[src/rtl/decode_stage_pkg.sv]
// Shared types and constants for the RV32I/RV64I decode stage.
package decode_stage_pkg;

  // Widest supported datapath; narrower builds truncate the immediate at use.
  localparam int MAX_XLEN = 64;

  typedef enum logic [2:0] {
    FMT_R       = 3'd0,
    FMT_I       = 3'd1,
    FMT_S       = 3'd2,
    FMT_B       = 3'd3,
    FMT_U       = 3'd4,
    FMT_J       = 3'd5,
    FMT_INVALID = 3'd6
  } inst_format_e;

  typedef enum logic [1:0] {
    ST_EMPTY = 2'd0,
    ST_ONE   = 2'd1,
    ST_FULL  = 2'd2
  } buf_state_e;

  localparam logic [6:0] OPC_LOAD      = 7'b0000011;
  localparam logic [6:0] OPC_MISC_MEM  = 7'b0001111;
  localparam logic [6:0] OPC_OP_IMM    = 7'b0010011;
  localparam logic [6:0] OPC_AUIPC     = 7'b0010111;
  localparam logic [6:0] OPC_OP_IMM_32 = 7'b0011011;
  localparam logic [6:0] OPC_STORE     = 7'b0100011;
  localparam logic [6:0] OPC_OP        = 7'b0110011;
  localparam logic [6:0] OPC_LUI       = 7'b0110111;
  localparam logic [6:0] OPC_OP_32     = 7'b0111011;
  localparam logic [6:0] OPC_BRANCH    = 7'b1100011;
  localparam logic [6:0] OPC_JALR      = 7'b1100111;
  localparam logic [6:0] OPC_JAL       = 7'b1101111;
  localparam logic [6:0] OPC_SYSTEM    = 7'b1110011;

  localparam logic [31:0] INST_ECALL  = 32'h0000_0073;
  localparam logic [31:0] INST_EBREAK = 32'h0010_0073;

  // Decoded bundle; imm is always held at MAX_XLEN and sign-extended to it.
  typedef struct packed {
    logic [MAX_XLEN-1:0] imm;
    logic [6:0]          opcode;
    logic [2:0]          funct3;
    logic [6:0]          funct7;
    logic [4:0]          rs1;
    logic [4:0]          rs2;
    logic [4:0]          rd;
    inst_format_e        fmt;
    logic                uses_rs1;
    logic                uses_rs2;
    logic                writes_rd;
    logic                illegal;
  } decoded_t;

endpackage

[src/rtl/decode_stage_decoder_core.sv]
// Pure combinational RV32I/RV64I instruction decoder: raw word -> decoded_t.
module decoder_core
  import decode_stage_pkg::*;
#(
  parameter int XLEN = 32,
  parameter int RV_M = 0
) (
  input  logic [31:0] inst_i,
  output decoded_t    dec_o
);

  localparam bit RV64  = (XLEN == 64);
  localparam bit HAS_M = (RV_M != 0);

  logic [6:0]   opc;
  logic [2:0]   f3;
  logic [6:0]   f7;
  logic [4:0]   rd_field;
  inst_format_e fmt;
  logic         ill;
  logic         shift_imm;
  logic         no_rs1_rd;
  logic         sh32_ok;
  logic         sh64_ok;
  logic         op_f7_ok;
  logic         use_rs1;
  logic         use_rs2;
  logic         use_rd;
  logic [MAX_XLEN-1:0] imm;

  assign opc      = inst_i[6:0];
  assign f3       = inst_i[14:12];
  assign f7       = inst_i[31:25];
  assign rd_field = inst_i[11:7];

  // 5-bit shamt forms: only srai may set inst[30]; inst[25] is shamt[5] and illegal here.
  assign sh32_ok = (f3 == 3'b001) ? (f7 == 7'b0000000)
                                  : ((f7 == 7'b0000000) || (f7 == 7'b0100000));
  // 6-bit shamt form: inst[25] belongs to the shift amount.
  assign sh64_ok = (f3 == 3'b001) ? (inst_i[31:26] == 6'b000000)
                                  : ((inst_i[31:26] == 6'b000000) || (inst_i[31:26] == 6'b010000));
  assign op_f7_ok = (f7 == 7'b0000000)
                 || ((f7 == 7'b0100000) && ((f3 == 3'b000) || (f3 == 3'b101)))
                 || (HAS_M && (f7 == 7'b0000001));

  // Opcode classification: format, legality, shift-immediate and FENCE/SYSTEM marking.
  always_comb begin
    fmt       = FMT_INVALID;
    ill       = 1'b0;
    shift_imm = 1'b0;
    no_rs1_rd = 1'b0;
    case (opc)
      OPC_LOAD: begin
        fmt = FMT_I;
        ill = (f3 == 3'b111) || (!RV64 && ((f3 == 3'b011) || (f3 == 3'b110)));
      end
      OPC_MISC_MEM: begin
        fmt       = FMT_I;
        no_rs1_rd = 1'b1;
        ill       = (f3 != 3'b000);
      end
      OPC_OP_IMM: begin
        fmt       = FMT_I;
        shift_imm = (f3 == 3'b001) || (f3 == 3'b101);
        if (shift_imm) ill = RV64 ? !sh64_ok : !sh32_ok;
      end
      OPC_AUIPC: fmt = FMT_U;
      OPC_OP_IMM_32: begin
        fmt       = FMT_I;
        shift_imm = (f3 == 3'b001) || (f3 == 3'b101);
        ill       = !RV64 || (shift_imm && !sh32_ok);
      end
      OPC_STORE: begin
        fmt = FMT_S;
        ill = f3[2] || (!RV64 && (f3 == 3'b011));
      end
      OPC_OP: begin
        fmt = FMT_R;
        ill = !op_f7_ok;
      end
      OPC_LUI: fmt = FMT_U;
      OPC_OP_32: begin
        fmt = FMT_R;
        ill = !RV64 || !op_f7_ok;
      end
      OPC_BRANCH: begin
        fmt = FMT_B;
        ill = (f3 == 3'b010) || (f3 == 3'b011);
      end
      OPC_JALR: begin
        fmt = FMT_I;
        ill = (f3 != 3'b000);
      end
      OPC_JAL: fmt = FMT_J;
      OPC_SYSTEM: begin
        fmt       = FMT_I;
        no_rs1_rd = 1'b1;
        ill       = (inst_i != INST_ECALL) && (inst_i != INST_EBREAK);
      end
      default: begin
        fmt = FMT_INVALID;
        ill = 1'b1;
      end
    endcase
  end

  // Register usage and immediate assembly, both selected by format.
  always_comb begin
    use_rs1 = 1'b0;
    use_rs2 = 1'b0;
    use_rd  = 1'b0;
    imm     = '0;
    case (fmt)
      FMT_R: begin
        use_rs1 = 1'b1;
        use_rs2 = 1'b1;
        use_rd  = 1'b1;
      end
      FMT_I: begin
        use_rs1 = !no_rs1_rd;
        use_rd  = !no_rs1_rd;
        imm     = {{(MAX_XLEN-12){inst_i[31]}}, inst_i[31:20]};
      end
      FMT_S: begin
        use_rs1 = 1'b1;
        use_rs2 = 1'b1;
        imm     = {{(MAX_XLEN-12){inst_i[31]}}, inst_i[31:25], inst_i[11:7]};
      end
      FMT_B: begin
        use_rs1 = 1'b1;
        use_rs2 = 1'b1;
        imm     = {{(MAX_XLEN-13){inst_i[31]}}, inst_i[31], inst_i[7],
                   inst_i[30:25], inst_i[11:8], 1'b0};
      end
      FMT_U: begin
        use_rd = 1'b1;
        imm    = {{(MAX_XLEN-32){inst_i[31]}}, inst_i[31:12], 12'b0};
      end
      FMT_J: begin
        use_rd = 1'b1;
        imm    = {{(MAX_XLEN-21){inst_i[31]}}, inst_i[31], inst_i[19:12],
                  inst_i[20], inst_i[30:21], 1'b0};
      end
      default: begin
        use_rs1 = 1'b0;
        use_rs2 = 1'b0;
        use_rd  = 1'b0;
        imm     = '0;
      end
    endcase
  end

  // Bundle assembly; illegal encodings keep their fields but claim no registers.
  always_comb begin
    dec_o           = '0;
    dec_o.imm       = imm;
    dec_o.opcode    = opc;
    dec_o.funct3    = f3;
    dec_o.fmt       = fmt;
    dec_o.illegal   = ill;
    dec_o.rs1       = use_rs1 ? inst_i[19:15] : 5'd0;
    dec_o.rs2       = use_rs2 ? inst_i[24:20] : 5'd0;
    dec_o.rd        = use_rd  ? rd_field      : 5'd0;
    dec_o.uses_rs1  = use_rs1 && !ill;
    dec_o.uses_rs2  = use_rs2 && !ill;
    dec_o.writes_rd = use_rd && (rd_field != 5'd0) && !ill;
    if (fmt == FMT_R) begin
      dec_o.funct7 = f7;
    end else if (shift_imm) begin
      // RV64 OP-IMM shifts reuse inst[25] as shamt[5], so it is masked out of funct7.
      dec_o.funct7 = (RV64 && (opc == OPC_OP_IMM)) ? {inst_i[31:26], 1'b0} : f7;
    end
  end

endmodule

[src/rtl/decode_stage.sv]
// Registered decode stage: elastic two-entry buffer around decoder_core with flush.
module decode_stage
  import decode_stage_pkg::*;
#(
  parameter int XLEN = 32,
  parameter int RV_M = 0,
  parameter int SKID = 1
) (
  input  logic            clk_i,
  input  logic            rst_i,
  input  logic            flush_i,
  input  logic            in_valid_i,
  output logic            in_ready_o,
  input  logic [31:0]     inst_i,
  input  logic [XLEN-1:0] pc_i,
  output logic            out_valid_o,
  input  logic            out_ready_i,
  output logic [XLEN-1:0] pc_o,
  output logic [6:0]      opcode_o,
  output logic [2:0]      funct3_o,
  output logic [6:0]      funct7_o,
  output logic [4:0]      rs1_o,
  output logic [4:0]      rs2_o,
  output logic [4:0]      rd_o,
  output logic [XLEN-1:0] imm_o,
  output inst_format_e    format_o,
  output logic            uses_rs1_o,
  output logic            uses_rs2_o,
  output logic            writes_rd_o,
  output logic            illegal_o
);

  localparam bit HAS_SKID = (SKID != 0);

  buf_state_e      state_q;
  buf_state_e      state_d;
  decoded_t        dec_in;
  decoded_t        out_dec_q;
  decoded_t        skid_dec_q;
  logic [XLEN-1:0] out_pc_q;
  logic [XLEN-1:0] skid_pc_q;
  logic            accept;
  logic            load_out_in;
  logic            load_out_skid;
  logic            load_skid;

  decoder_core #(
    .XLEN (XLEN),
    .RV_M (RV_M)
  ) u_decoder_core (
    .inst_i (inst_i),
    .dec_o  (dec_in)
  );

  generate
    if (HAS_SKID) begin : g_ready_skid
      assign in_ready_o = (state_q != ST_FULL);
    end else begin : g_ready_pass
      assign in_ready_o = (state_q == ST_EMPTY) || out_ready_i;
    end
  endgenerate

  assign out_valid_o = (state_q != ST_EMPTY);
  // A flushed cycle never takes the incoming instruction.
  assign accept      = in_valid_i && in_ready_o && !flush_i;

  // Buffer occupancy register.
  always_ff @(posedge clk_i or posedge rst_i) begin
    if (rst_i) state_q <= ST_EMPTY;
    else       state_q <= state_d;
  end

  // Occupancy transitions and which register each transfer loads.
  always_comb begin
    state_d       = state_q;
    load_out_in   = 1'b0;
    load_out_skid = 1'b0;
    load_skid     = 1'b0;
    case (state_q)
      ST_EMPTY: begin
        if (accept) begin
          state_d     = ST_ONE;
          load_out_in = 1'b1;
        end
      end
      ST_ONE: begin
        if (accept && out_ready_i) begin
          load_out_in = 1'b1;
        end else if (accept && HAS_SKID) begin
          state_d   = ST_FULL;
          load_skid = 1'b1;
        end else if (out_ready_i) begin
          state_d = ST_EMPTY;
        end
      end
      ST_FULL: begin
        if (out_ready_i) begin
          state_d       = ST_ONE;
          load_out_skid = 1'b1;
        end
      end
      default: state_d = ST_EMPTY;
    endcase
    if (flush_i) begin
      state_d       = ST_EMPTY;
      load_out_skid = 1'b0;
    end
  end

  // ---- output stage: cleared on reset so no stale bundle is ever visible ----
  // Output register: refilled from the decoder or promoted from the skid entry.
  always_ff @(posedge clk_i or posedge rst_i) begin
    if (rst_i) begin
      out_dec_q <= '0;
      out_pc_q  <= '0;
    end else if (load_out_in) begin
      out_dec_q <= dec_in;
      out_pc_q  <= pc_i;
    end else if (load_out_skid) begin
      out_dec_q <= skid_dec_q;
      out_pc_q  <= skid_pc_q;
    end
  end

  // ---- skid stage: only meaningful while the buffer is FULL ----
  // Skid register catches the instruction accepted while the output is stalled.
  always_ff @(posedge clk_i) begin
    if (load_skid) begin
      skid_dec_q <= dec_in;
      skid_pc_q  <= pc_i;
    end
  end

  generate
    if (XLEN < MAX_XLEN) begin : g_imm_trunc
      logic unused_imm_hi;
      assign unused_imm_hi = ^out_dec_q.imm[MAX_XLEN-1:XLEN];
    end
  endgenerate

  assign pc_o        = out_pc_q;
  assign opcode_o    = out_dec_q.opcode;
  assign funct3_o    = out_dec_q.funct3;
  assign funct7_o    = out_dec_q.funct7;
  assign rs1_o       = out_dec_q.rs1;
  assign rs2_o       = out_dec_q.rs2;
  assign rd_o        = out_dec_q.rd;
  assign imm_o       = out_dec_q.imm[XLEN-1:0];
  assign format_o    = out_dec_q.fmt;
  assign uses_rs1_o  = out_dec_q.uses_rs1;
  assign uses_rs2_o  = out_dec_q.uses_rs2;
  assign writes_rd_o = out_dec_q.writes_rd;
  assign illegal_o   = out_dec_q.illegal;

endmodule

[config.mk]
export PLATFORM = sky130hd
export DESIGN_NAME = decode_stage
export DESIGN_NICKNAME = d
export VERILOG_FILES = /design/src/rtl/decode_stage_pkg.sv /design/src/rtl/decode_stage_decoder_core.sv /design/src/rtl/decode_stage.sv
export SDC_FILE = /design/constraint.sdc
export NUM_CORES = 1
export LEC_CHECK = 0
export ABC_AREA = 1
export BUFFER_PORTS_ARGS = -buffer_cell sky130_fd_sc_hd__buf_2
export CORE_MARGIN = 2
export CORE_UTILIZATION = 60
export DETAILED_ROUTE_END_ITERATION = 10
export GPL_TIMING_DRIVEN = 1
export PLACE_DENSITY = 0.89
export SLEW_MARGIN = 20
export SYNTH_ARGS = -nofsm -noshare
export SYNTH_HDL_FRONTEND = slang
export SYNTH_SLANG_ARGS = --single-unit
export TNS_END_PERCENT = 30
[constraint.sdc]
create_clock -name clk_i -period 10.6 [get_ports clk_i]
set_input_delay 2.12 -clock clk_i [delete_from_list [all_inputs] [get_ports clk_i]]
set_output_delay 2.12 -clock clk_i [all_outputs]
set_load 0.02 [all_outputs]
==> impl_metrics.tcl <==
set metrics [dict create \
    yosysSeqAreaShare 0.636 \
    final_antenna_net_count 0 \
    combPwrFrac 0.151 \
    syn_inst 885 \
    globalplace.congestion 0.939 \
    yosys_warnings 0 \
    die-area_mm2 0.0160 \
    cts_buffer_depth 3 \
    post_cts_buffers 0 \
    leakagePower_nw 5.22 \
    seqPwrFrac 0.459 \
    syn-num-nets 954 \
    p_switching_w 0.000554 \
    synth_area_per_cell_um2 10.2 \
    htree_levels 1 \
    coreArea_mm2 0.0146 \
    slew_viol_final 0 \
    synth_edf_count 103 \
    cts-root-buf "clkbuf_16" \
    cp.buffers_inverters 5 \
    dp_slack_ns 6.11 \
    postLayoutCoreUtil 0.737 \
    min_path_type "register to register" \
    port_buffers 173 \
    ys_ff_latch 208 \
    rows 44 \
    drive_gt1_frac 0.265 \
    synth_ff_type "dfrtp_1" \
    drc 0 \
    grt_pass1_vias 6862 \
    period_minus_slack_ns 4.07 \
    clock_latency_ns 0.49 \
    dpl.hpwl_um 14100 \
    initial_core_util 0.617 \
    max_freq_ghz 0.246 \
    outcome "completed" \
    numCtsBuffers 22 \
    use_met2 0.451 \
    rsz0062_at_grt "false" \
    cts_resized 0 \
    regArea_mm2 0.00572 \
    critPathTopFamily "buffers and inverters" \
    first_pass_iters 6 \
    maxCapViolations 0 \
    die_y_um 126 \
    crit_chain "buf_2 -> inv_2 -> nand2_1 -> nand3_1 -> inv_2 -> nor2_4 -> buf_4 -> a22o_1 -> inv_1 -> nand2_1" \
    fin_ws_ns 6.53 \
    cts_tree "done" \
    peakVddDrop_uv 126 \
    p_int_w 0.00153 \
    vias 7088 \
    final-hold-violation-count 0 \
    met1_usage 0.385 \
    netlist_area_mm2 0.00900 \
    end_kind "register" \
    vias_per_cell 5.68 \
    die_x_um 126 \
    routedWlPerCell_um 17.8 \
    grt_max_degree 101 \
    finalNonFillerCells 1248 \
    slew_headroom 0.247 \
    skew_ns 0.00824 \
    placed_cells 1208 \
    num_io_pins 174 \
    grt_use_met3 0.0426 \
    required_ns 11.02 \
    startpoint_type "primary input" \
    track_usage 0.274 \
    cp_max_fo 100 \
    area_growth_pct 19.6 \
    power_w 0.00209 \
    timing.setup.tns_ns 0 \
    clkSlewWorstSetupHoldPaths_ns 0.06 \
    fillers 999 \
    drt_iter0_drc 584 \
    period_share 0.384 \
    diodes 0 \
    routed_wl_um 22200 \
    crit_type "primary input to register" \
    synthArstFlopShare 0.505 \
    grt_overflow 0 \
    ys_types 35 \
    top_usage_layer "met2" \
    fin_nets 1117 \
    cpPeakStageDelay_ns 0.80 \
    multiInputGateArea_mm2 0.00282 \
    slowest_stage "buf_4" \
    p_clk_frac 0.390 \
    p_per_area_mw_per_mm2 194 \
    cts_hold_buf 0 \
    grt_pass1_wl_um 35200 \
    clock_sinks 208 \
    antenna_found_initial 0 \
    tightest_slew_ns 1.13 \
    swShare 0.265 \
    setup_viol 0 \
    cp_data_arrival_time_ns 4.49 \
]
[final cells by class]
type,count,share of cell area
multi-input cells,564,0.262
flip-flops and latches,208,0.532
well taps,184,0.0214
clock buffers,33,0.0635
repair buffers,179,0.0850
inverters,73,0.0259
clock inverters,7,0.0100
[metrics by stage]
| step | instance area [um^2] | hold slack, ns |
|---|---|---|
| final | 10800 | 0.453 |
| after global placement | 9960 | 0.444 |
| after detailed placement | 9960 | 0.448 |
| after CTS | 10800 | 0.456 |
| after global routing | 10800 | 0.484 |
| after floorplan | 9000 | 0.442 |
[synthesized netlist by cell type (5+ instances only)]
cell type / number / share of area
nand2_1: 328 / 0.14
dfrtp_1: 105 / 0.29
edfxtp_1: 103 / 0.34
nand3_1: 87 / 0.048
inv_1: 61 / 0.025
nor2_1: 41 / 0.017
buf_2: 27 / 0.015
a22o_1: 15 / 0.015
inv_2: 11 / 0.0046
o2111ai_2: 11 / 0.018
o211ai_1: 11 / 0.0092
a21oi_1: 9 / 0.0050
clkbuf_1: 9 / 0.0038
o211ai_2: 9 / 0.013
a21oi_2: 6 / 0.0058
nand4_1: 6 / 0.0042
nor2_4: 6 / 0.0075
nand2_4: 5 / 0.0063
[state kept, by name, indices dropped and copies added, names as in the netlist]
| signal | flops |
|---|---|
| skid_dec_q | 71 |
| imm_o | 32 |
| pc_o | 32 |
| skid_pc_q | 32 |
| funct7_o | 7 |
| opcode_o | 7 |
| rd_o | 5 |
| rs1_o | 5 |
| rs2_o | 5 |
| format_o | 3 |
| funct3_o | 3 |
| state_q | 2 |
| illegal_o | 1 |
| uses_rs1_o | 1 |
| uses_rs2_o | 1 |
| writes_rd_o | 1 |
[power groups by stage]
stage,Sequential [W],Clock (W),Combinational [W]
global route,0.000964,0.000856,0.000343
CTS,0.000957,0.000821,0.000317
detailed placement,0.000972,0,0.000314
floorplan,0.00105,0,0.000119
global placement,0.000968,0,0.000307
finish,0.000957,0.000814,0.000316
[layer usage]
layer / wire length (um) / up-vias
met4: 374 / 0
met3: 2240 / 33
li1: - / 3267
met5: 0 / -
met2: 10700 / 410
met1: 8940 / 3378
[worst reg2reg max path: cells and delay by family, from the launching register on]
kind / cells / cell delay (ns)
buffers and inverters: 1 / 0.86
flip-flops: 1 / 0.41
AND/OR/NAND/NOR: 3 / 0.93
[layout by cell type, fill, tap and decap left out, types with 3 or more instances in the layout]
| cell | instances |
|---|---|
| nand2_1 | 327 |
| buf_2 | 173 |
| o21ai_0 | 4 |
| o21ai_1 | 3 |
| nand2_2 | 4 |
| nor3_1 | 4 |
| edfxtp_1 | 103 |
| bufinv_16 | 3 |
| nor2_2 | 3 |
| inv_2 | 12 |
| nand2_4 | 5 |
| a22o_1 | 15 |
| nand3_1 | 87 |
| o211ai_2 | 9 |
| clkbuf_1 | 3 |
| a21oi_1 | 9 |
| clkbuf_8 | 7 |
| o2111ai_2 | 11 |
| o22ai_2 | 4 |
| nor2_4 | 8 |
| buf_4 | 5 |
| a21oi_2 | 6 |
| clkbuf_16 | 23 |
| nand4_1 | 6 |
| o211ai_1 | 11 |
| nor2_1 | 40 |
| dfrtp_1 | 105 |
| inv_1 | 59 |
[cells by family (layout without fill, tap and decap cells)]
family / count (synthesis) / count (layout) / share of synthesized area
flops: 208 / 208 / 0.636
buf+inv: 113 / 292 / 0.0529
simple gates: 488 / 488 / 0.232
compound gates: 76 / 76 / 0.0790
[worst paths after layout]
| kind | slack (ns) | end | start | depth (start not counted) |
|---|---|---|---|---|
| worst min-delay path | 0.45 | opcode_o[0] | skid_dec_q[32] | 2 |
| max in group asynchronous | 7.93 | imm_o[24] | rst_i | 3 |
| worst min register to register | 0.45 | opcode_o[0] | skid_dec_q[32] | 2 |
| worst max register to register | 7.92 | skid_dec_q[35] | state_q[1] | 4 |
| min in group asynchronous | 1.63 | pc_o[14] | rst_i | 2 |
| worst max-delay path | 6.53 | imm_o[25] | out_ready_i | 10 |
Note: power is estimated with default switching activity, not from simulation.
